$ cat src/rtl/regs_seq_pkg.sv
// Shared definitions for the register-file operation sequencer:
// op codes, FSM state encoding and default widths.
package regs_seq_pkg;

  localparam int DATA_W_DEF = 32;
  localparam int ADDR_W_DEF = 3;

  localparam logic [2:0] OP_ADD = 3'd0;
  localparam logic [2:0] OP_SUB = 3'd1;
  localparam logic [2:0] OP_AND = 3'd2;
  localparam logic [2:0] OP_OR  = 3'd3;
  localparam logic [2:0] OP_XOR = 3'd4;
  localparam logic [2:0] OP_NOR = 3'd5;
  localparam logic [2:0] OP_SLT = 3'd6;
  localparam logic [2:0] OP_LDI = 3'd7;

  typedef enum logic [1:0] {
    S_IDLE = 2'd0,
    S_EXEC = 2'd1,
    S_WB   = 2'd2
  } seq_state_t;

endpackage

$ cat src/rtl/alu32.sv
// Combinational ALU for the sequencer. For LDI the caller routes the
// immediate onto b and the ALU passes it through.
module alu32
  import regs_seq_pkg::*;
#(
  parameter int DATA_W = DATA_W_DEF
) (
  input  logic [DATA_W-1:0] a,
  input  logic [DATA_W-1:0] b,
  input  logic [2:0]        op,
  output logic [DATA_W-1:0] y,
  output logic              zero,
  output logic              ovf
);

  always_comb begin
    y   = '0;
    ovf = 1'b0;
    case (op)
      OP_ADD: begin
        y   = a + b;
        ovf = (a[DATA_W-1] == b[DATA_W-1]) && (y[DATA_W-1] != a[DATA_W-1]);
      end
      OP_SUB: begin
        y   = a - b;
        ovf = (a[DATA_W-1] != b[DATA_W-1]) && (y[DATA_W-1] != a[DATA_W-1]);
      end
      OP_AND: y = a & b;
      OP_OR:  y = a | b;
      OP_XOR: y = a ^ b;
      OP_NOR: y = ~(a | b);
      // true signed compare, immune to overflow of a - b
      OP_SLT: y = ($signed(a) < $signed(b)) ? {{(DATA_W-1){1'b0}}, 1'b1} : '0;
      OP_LDI: y = b;
      default: y = '0;
    endcase
  end

  assign zero = (y == '0);

endmodule

$ cat src/rtl/regs_op_sequencer.sv
// Client-side controller for the 8x32 2R/1W register file: accepts an
// instruction, reads operands, runs the ALU and writes the result back.
//
//   state  | meaning
//   S_IDLE | waiting for an instruction, inst_ready=1
//   S_EXEC | operands on read ports, ALU result registered at end of cycle
//   S_WB   | write-back (rf_we, res_valid); can accept the next instruction
module regs_op_sequencer
  import regs_seq_pkg::*;
#(
  parameter int DATA_W = DATA_W_DEF,
  parameter int ADDR_W = ADDR_W_DEF
) (
  input  logic              clk,
  input  logic              cr,
  input  logic              inst_valid,
  output logic              inst_ready,
  input  logic [2:0]        inst_op,
  input  logic [ADDR_W-1:0] inst_rd,
  input  logic [ADDR_W-1:0] inst_rs,
  input  logic [ADDR_W-1:0] inst_rt,
  input  logic [DATA_W-1:0] inst_imm,
  output logic [ADDR_W-1:0] rf_addr_a,
  output logic [ADDR_W-1:0] rf_addr_b,
  input  logic [DATA_W-1:0] rf_qa,
  input  logic [DATA_W-1:0] rf_qb,
  output logic              rf_we,
  output logic [ADDR_W-1:0] rf_addr_w,
  output logic [DATA_W-1:0] rf_di,
  output logic              res_valid,
  output logic [DATA_W-1:0] res_data,
  output logic              res_zero,
  output logic              res_ovf
);

  seq_state_t        state_q, state_d;
  logic [2:0]        op_q;
  logic [ADDR_W-1:0] rd_q, rs_q, rt_q;
  logic [DATA_W-1:0] imm_q;
  logic              accept;
  logic [DATA_W-1:0] alu_b, alu_y;
  logic              alu_zero, alu_ovf;

  assign accept = inst_valid && inst_ready;

  always_ff @(posedge clk) begin
    if (cr) begin
      state_q <= S_IDLE;
    end else begin
      state_q <= state_d;
    end
  end

  always_comb begin
    state_d = state_q;
    case (state_q)
      S_IDLE:  if (accept) state_d = S_EXEC;
      S_EXEC:  state_d = S_WB;
      S_WB:    state_d = accept ? S_EXEC : S_IDLE;
      default: state_d = S_IDLE;
    endcase
  end

  // Reset gating is combinational so a pending write is suppressed in the
  // very cycle cr is raised.
  always_comb begin
    inst_ready = 1'b0;
    rf_we      = 1'b0;
    res_valid  = 1'b0;
    rf_addr_w  = '0;
    rf_di      = '0;
    rf_addr_a  = (op_q == OP_LDI) ? '0 : rs_q;
    rf_addr_b  = (op_q == OP_LDI) ? '0 : rt_q;
    if (!cr) begin
      inst_ready = (state_q == S_IDLE) || (state_q == S_WB);
      if (state_q == S_WB) begin
        rf_we     = 1'b1;
        res_valid = 1'b1;
        rf_addr_w = rd_q;
        rf_di     = res_data;
      end
    end
  end

  always_ff @(posedge clk) begin
    if (cr) begin
      op_q  <= OP_ADD;
      rd_q  <= '0;
      rs_q  <= '0;
      rt_q  <= '0;
      imm_q <= '0;
    end else if (accept) begin
      op_q  <= inst_op;
      rd_q  <= inst_rd;
      rs_q  <= inst_rs;
      rt_q  <= inst_rt;
      imm_q <= inst_imm;
    end
  end

  assign alu_b = (op_q == OP_LDI) ? imm_q : rf_qb;

  alu32 #(.DATA_W(DATA_W)) u_alu (
    .a    (rf_qa),
    .b    (alu_b),
    .op   (op_q),
    .y    (alu_y),
    .zero (alu_zero),
    .ovf  (alu_ovf)
  );

  always_ff @(posedge clk) begin
    if (cr) begin
      res_data <= '0;
      res_zero <= 1'b1;
      res_ovf  <= 1'b0;
    end else if (state_q == S_EXEC) begin
      res_data <= alu_y;
      res_zero <= alu_zero;
      res_ovf  <= alu_ovf;
    end
  end

endmodule
$ cat config.mk
export PLATFORM = sky130hd
export DESIGN_NAME = regs_op_sequencer
export DESIGN_NICKNAME = d
export VERILOG_FILES = /design/src/rtl/regs_seq_pkg.sv /design/src/rtl/alu32.sv /design/src/rtl/regs_op_sequencer.sv
export SDC_FILE = /design/constraint.sdc
export NUM_CORES = 1
export LEC_CHECK = 0
export BUFFER_PORTS_ARGS = -buffer_cell sky130_fd_sc_hd__buf_2
export CAP_MARGIN = 15
export CORE_MARGIN = 2
export CORE_UTILIZATION = 50
export CTS_CLUSTER_SIZE = 24
export DETAILED_ROUTE_END_ITERATION = 8
export GPL_ROUTABILITY_DRIVEN = 0
export GPL_TIMING_DRIVEN = 1
export PLACE_DENSITY = 0.71
export SLEW_MARGIN = 10
export SYNTH_ARGS = -nofsm -noshare
export SYNTH_HDL_FRONTEND = slang
export SYNTH_SLANG_ARGS = --single-unit
$ cat constraint.sdc
create_clock -name clk -period 11.7 [get_ports clk]
set_clock_uncertainty 0.2 [all_clocks]
set_input_delay 0 -clock clk [delete_from_list [all_inputs] [get_ports clk]]
set_output_delay 0 -clock clk [all_outputs]
set_load 0.005 [all_outputs]
# Word level (Yosys, flattened, before mapping)
# Cells that the tools add are included.
# word_totals
regBits	80
inputBits	111
output_inout_bits	78
word_cells	53
# classes
addsub	2
magnitude_cmp	1
eq_ne	14
muxes	16
bitwise	4
reduce_logical	7
# ops
operator	n
$pmux W32 S8	1
$mux W32	3
$add A32 B32 Y32	1
$and A32 B32 Y32	1
$logic_not A32 Y1	1
$lt A32 B32 Y1	1
$not A32 Y32	1
$or A32 B32 Y32	1
$sub A32 B32 Y32	1
$xor A32 B32 Y32	1
$eq A3 B3 Y1 const B	4
$mux W3	4
$eq A3 B2 Y1 const B	2
$pmux W2 S3	1
$mux W1	5
$eq A3 B1 Y1 const B	1
$logic_and A1 B1 Y1	3
$logic_not A3 Y1	1
$ne A1 B1 Y1	3
$eq A2 B1 Y1 const B	1
$eq A2 B2 Y1 const B	1
$logic_not A2 Y1	1
$mux W2	1
$ne A2 B2 Y1 const B	1
3 further kinds	3

# Depth between registers and ports, before layout
# depth
ltp_word	6
mapped_depth	22
mapped_depth_nobuf	17

# Hierarchy
# A second synthesis with hierarchy kept.
# hier_totals
hier_cells	1420
hier_area_um2	9922.0
# by_module_without_submodules
module	instances	cells_each	area_per_inst_um2	seq_area_each_um2
alu32	1	984	6358.6	0.0
regs_op_sequencer	1	436	3563.4	1601.5

# Worst setup path before layout
# OpenSTA, ideal clock, no wires.
# synth_path
path_kind	reg-to-reg
start	reg op_q[1]
end	reg res_zero
setup_time_ps	87
arrival_time_ps	5350
required_time_ps	11413
path_slack_ps	6063
path_stages_with_launch	22
n_path_buf	6
synth_period_minus_slack_ps	5637
cell_sequence	dfxtp_1 -> clkbuf_1 -> buf_1 -> clkbuf_1 -> buf_1 -> nand2_1 -> clkbuf_1 -> clkbuf_1 -> mux2_2 -> inv_1 -> ha_1 -> nor2b_1 -> nor3_1 -> a211oi_4 -> or4b_4 -> a31oi_4 -> mux2i_1 -> nor4_4 -> nand3_1 -> a2111oi_2 -> nand4_1 -> o31ai_1
# synth_between
elab_chain_cells	6
word_cells_on_any_way	19
cone_classes	add/sub: 2; order compare: 1; eq/ne: 7; mux: 3; bitwise: 4; reduce/logical: 2
# synth_lines
element	line	source
start, declared	regs_op_sequencer.sv:37	logic [2:0] op_q;
start signal, assigned	regs_op_sequencer.sv:93	op_q <= inst_op;
$eq A3 B3 Y1	alu32.sv:19, regs_op_sequencer.sv:101	
$mux W32	regs_op_sequencer.sv:101	assign alu_b = (op_q == OP_LDI) ? imm_q : rf_qb;
$lt A32 B32 Y1 or $or A32 B32 Y32 (tied branches)	alu32.sv:33, alu32.sv:29, alu32.sv:31	
$mux W1 or $not A32 Y32 (tied branches)	alu32.sv:33, alu32.sv:31	
$pmux W32 S8 (*)	alu32.sv:19	case (op)
$logic_not A32 Y1 (*)	alu32.sv:39	assign zero = (y == '0);
end signal, assigned	regs_op_sequencer.sv:119	res_zero <= alu_zero;
end, declared	regs_op_sequencer.sv:32	output logic res_zero,
# Mark *: on every way between the ends. The rest lies on a longest branch, timed or not.
# A chain may end at the register's enable or synchronous reset.

# Worst setup path after layout
# layout_path
start	reg op_q[0]
end	reg res_zero
# Same word-level chain as after synthesis.

==> parameters.txt <==
Parameter                              Value

Outcome
  Run status    finished clean

Detailed routing
  Iteration-0 DRC Markers    1128
  Drc violations    0
  Routed length per placed instance    19.1 um
  Total Wirelength    33500 um
  DRT antenna net count    0
  First drt pass iteration count    6
  Via-per-instance ratio    6.17
  Total via count in the routed design    10800

STA
  Fraction of the cycle the final worst path needs    0.503
  Least-Margin Pin Slew    1080 ps
  Maximum achievable frequency    170 MHz
  Number of hold violations in the final report    0
  Tmin final    5890 ps
  Relative slew slack    0.273
  Number of failing setup endpoints in the final timing report    0
  Sum of negative setup slack    0 ps
  Final slew viol count    0
  Tightest hold margin    172 ps
  RSZ-0062 raised after global routing    false

Yosys
  Number of nets in the synthesized netlist    1557
  Netlist area before placement    9480 sq um
  Yosys warning count    0
  Sequential-to-total area share from yosys stat    0.169
  Number of flip-flops and latches in the synthesized netlist    80
  Top FF cell, synth    sky130_fd_sc_hd__dfxtp_1
  Fraction of synthesis flops using an asynchronous set or reset pin    0
  Mean cell area of the mapped netlist    7.04 sq um
  Number of library cell types mapped by synthesis    81
  Number of instances in the synthesized netlist    1347
  Number of enable flip-flop cells after synthesis    0

Run
  Number of max-cap violations    0

Finish
  Combined area of the multi-input logic cells    7110 sq um
  Net count of the finished layout    1718
  Area Overhead vs Synth    18.2%
  Fill cells    1800
  Register cell area after layout    1600 sq um
  Proportion of layout cells with a drive suffix above 1    0.195

CTS
  Number of setup buffers added after CTS    0
  Num CTS Buffers    9
  Clk slew on worst S/H paths    70 ps
  Number of clock sinks    80
  CTS tree    built
  Quantity of gates resized following cts    0
  Later-pin clock latency in the skew report    350 ps
  Buffer cell driving the clock tree root    sky130_fd_sc_hd__clkbuf_16
  Maximum count of clock buffers along a single path    2
  Htree depth    3

Place
  Post-DP HPWL    24200 um
  Count of input and output buffers    188

Global route
  Pin count of the biggest net entering global routing    90
  Global routing usage summed across all routing layers    0.322
  Total overflow reported by the global router    0
  Initial antenna violation count    1
  Wire length of the first global-routing pass    52100 um
  Via count of the first global-routing pass    10000

Power and ir drop
  Power share of the clock group    0.274
  Pwr Density    96.1 nW/um^2
  Switching power    0.439 mW
  Max IR drop VDD    0.0000651 V
  Gate power share    0.438
  Internal power component    0.637 mW
  Leakage power of the design    5.12 nW
  Sequential fraction of design power    0.288
  Sw Ratio    0.408

Setup path
  Crit-path max FO    78
  Worst Setup SP    op_q[0]$_SDFFE_PP0P_
  Length in cells of the worst reg-to-reg path    18
  Required time of the worst setup path    11760 ps
  Startpoint-to-endpoint class of the critical path    flip-flop to flip-flop
  Sort of element at the start of the critical path    flip-flop
  End of the worst register-to-register path    res_zero$_SDFFE_PP1N_
  Crit path capture type    flip-flop
  Arrival time worst endpoint    5950 ps
  Startpoint of the worst register-to-register path    op_q[0]$_SDFFE_PP0P_
  Worst setup endpoint    res_zero$_SDFFE_PP1N_
  Register-to-register path setup slack    5810 ps

Die
  Die outline width    142 um
  Placeable core region    18600 sq um
  Chip Height    142 um
  Starting utilization of the core area    0.509
  Row Count    50
  DIE AREA    20100 sq um
  Top-level port count    189

Hold path
  Hold WC Path Type    primary input to flip-flop
==> cell type report <==
cell class	count	area share
diodes	1	0.000223
clock inverters	6	0.00603
clock buffers	10	0.0204
flip-flops and latches	80	0.143
multi-input cells	1069	0.635
repair buffers	251	0.136
inverters	97	0.0325
well taps	234	0.0261
==> how the worst min path moves through the flow <==
stage          cells after the start  slack (ps)                     end          from
2_1_floorplan                      2         -90    op_q[0]$_SDFFE_PP0P_    inst_op[0]
3_3_place_gp                       3          -8   imm_q[3]$_SDFFE_PP0P_   inst_imm[3]
3_5_place_dp                       3          -3    op_q[2]$_SDFFE_PP0P_    inst_op[2]
4_1_cts                            4         170  imm_q[11]$_SDFFE_PP0P_  inst_imm[11]
5_1_grt                            4         190   imm_q[7]$_SDFFE_PP0P_   inst_imm[7]
6_report                           4         170  imm_q[10]$_SDFFE_PP0P_  inst_imm[10]
==> cell usage after synthesis, types with 6 or more instances <==
library cell / n / area (sq um)
sky130_fd_sc_hd__a221oi_1: 15 / 131
sky130_fd_sc_hd__o22ai_1: 12 / 75.1
sky130_fd_sc_hd__nor3_1: 26 / 130
sky130_fd_sc_hd__nand4_1: 15 / 93.8
sky130_fd_sc_hd__nor2b_1: 14 / 87.6
sky130_fd_sc_hd__mux2i_1: 17 / 170
sky130_fd_sc_hd__mux2_2: 39 / 439
sky130_fd_sc_hd__xnor2_1: 12 / 105
sky130_fd_sc_hd__and2_1: 15 / 93.8
sky130_fd_sc_hd__clkbuf_1: 71 / 267
sky130_fd_sc_hd__nand2b_1: 17 / 106
sky130_fd_sc_hd__and3_1: 38 / 238
sky130_fd_sc_hd__or3_1: 6 / 37.5
sky130_fd_sc_hd__o21ai_0: 97 / 485
sky130_fd_sc_hd__o21a_1: 6 / 45.0
sky130_fd_sc_hd__a31oi_1: 13 / 81.3
sky130_fd_sc_hd__nor4_1: 12 / 75.1
sky130_fd_sc_hd__a22oi_1: 12 / 90.1
sky130_fd_sc_hd__inv_1: 90 / 338
sky130_fd_sc_hd__o31ai_1: 12 / 90.1
sky130_fd_sc_hd__nand2_1: 175 / 657
sky130_fd_sc_hd__buf_1: 13 / 48.8
sky130_fd_sc_hd__nand3_1: 14 / 70.1
sky130_fd_sc_hd__o21bai_1: 11 / 82.6
sky130_fd_sc_hd__ha_1: 97 / 1210
sky130_fd_sc_hd__a21o_1: 15 / 113
sky130_fd_sc_hd__dfxtp_1: 80 / 1600
sky130_fd_sc_hd__a211oi_1: 43 / 323
sky130_fd_sc_hd__nor2_1: 115 / 432
sky130_fd_sc_hd__o21ai_1: 11 / 55.1
sky130_fd_sc_hd__o211ai_1: 8 / 60.1
sky130_fd_sc_hd__buf_2: 14 / 70.1
sky130_fd_sc_hd__a21oi_1: 103 / 515
sky130_fd_sc_hd__o221ai_1: 10 / 87.6
sky130_fd_sc_hd__a221o_1: 7 / 70.1
==> layer usage <==
layer,vias to the layer above,global-route usage,share of wire
met5,-,0,0
met4,0,0.168,0.056
met3,151,0.0601,0.088
met2,624,0.531,0.45
met1,4851,0.401,0.40
li1,5155,-,-
==> power groups by stage <==
stage / clock, mW / combinational [mW] / sequential [mW]
2_1_floorplan: 0 / 0.314 / 0.310
3_3_place_gp: 0 / 0.439 / 0.315
3_5_place_dp: 0 / 0.443 / 0.315
4_1_cts: 0.296 / 0.458 / 0.309
5_1_grt: 0.308 / 0.513 / 0.312
6_report: 0.295 / 0.472 / 0.310
==> critical path, cell delays in order, from the launching register on <==
cell and delay [ps]:
sky130_fd_sc_hd__dfxtp_2 310, sky130_fd_sc_hd__buf_4 600, sky130_fd_sc_hd__and2_1 380, sky130_fd_sc_hd__nand2_2 70, sky130_fd_sc_hd__buf_4 330, sky130_fd_sc_hd__mux2_2 350
sky130_fd_sc_hd__inv_1 80, sky130_fd_sc_hd__ha_1 380, sky130_fd_sc_hd__nor2b_1 320, sky130_fd_sc_hd__nor3_1 140, sky130_fd_sc_hd__a211oi_4 440, sky130_fd_sc_hd__a211oi_2 190
sky130_fd_sc_hd__o21a_1 260, sky130_fd_sc_hd__a221o_1 310, sky130_fd_sc_hd__a222oi_1 480, sky130_fd_sc_hd__nand3_1 170, sky130_fd_sc_hd__a2111oi_2 350, sky130_fd_sc_hd__nand4_1 140
sky130_fd_sc_hd__o31ai_1 240
==> state kept, by name (all words and copies together) (netlist names) <==
signal / count
state_q: 2
rs_q: 3
rd_q: 3
res_zero: 1
imm_q: 32
res_data: 32
res_ovf: 1
op_q: 3
rt_q: 3
==> timing repair <==
action	in CTS	in global routing
hold buffers	46	0
endpoints found under the setup margin	0	0
hold endpoints to repair	50	0
==> cell usage in the layout, fill, tap and decap left out, types with 39 or more instances in the layout <==
| master | count |
|---|---|
| sky130_fd_sc_hd__dlygate4sd3_1 | 46 |
| sky130_fd_sc_hd__mux2_2 | 39 |
| sky130_fd_sc_hd__o21ai_0 | 97 |
| sky130_fd_sc_hd__nand2_1 | 174 |
| sky130_fd_sc_hd__inv_1 | 90 |
| sky130_fd_sc_hd__dfxtp_1 | 78 |
| sky130_fd_sc_hd__buf_2 | 188 |
| sky130_fd_sc_hd__ha_1 | 97 |
| sky130_fd_sc_hd__nor2_1 | 115 |
| sky130_fd_sc_hd__a211oi_1 | 43 |
| sky130_fd_sc_hd__a21oi_1 | 103 |
==> kinds of logic (layout without fill, tap and decap cells) <==
kind of cell	count (synthesis)	count (layout)	synth area share
compound gates	432	432	0.306
xor+xnor	13	13	0.0120
fa+ha+maj	99	99	0.132
buf+inv	198	364	0.0818
flops	80	80	0.169
mux	56	56	0.0643
other cells	0	1	0
simple gates	469	469	0.235
==> through the flow <==
stage	total power [mW]	util	cell area, sq um	std cells	setup slack, ps
2_1_floorplan	0.625	-	9480	1347	6060
3_3_place_gp	0.754	0.560	10400	1685	6100
3_5_place_dp	0.759	0.560	10400	1685	5930
4_1_cts	1.06	0.601	11200	1747	5900
5_1_grt	1.13	0.601	11200	1748	5440
6_report	1.08	0.601	11200	1748	5810
No activity file was read; power rests on OpenSTA's default activity.
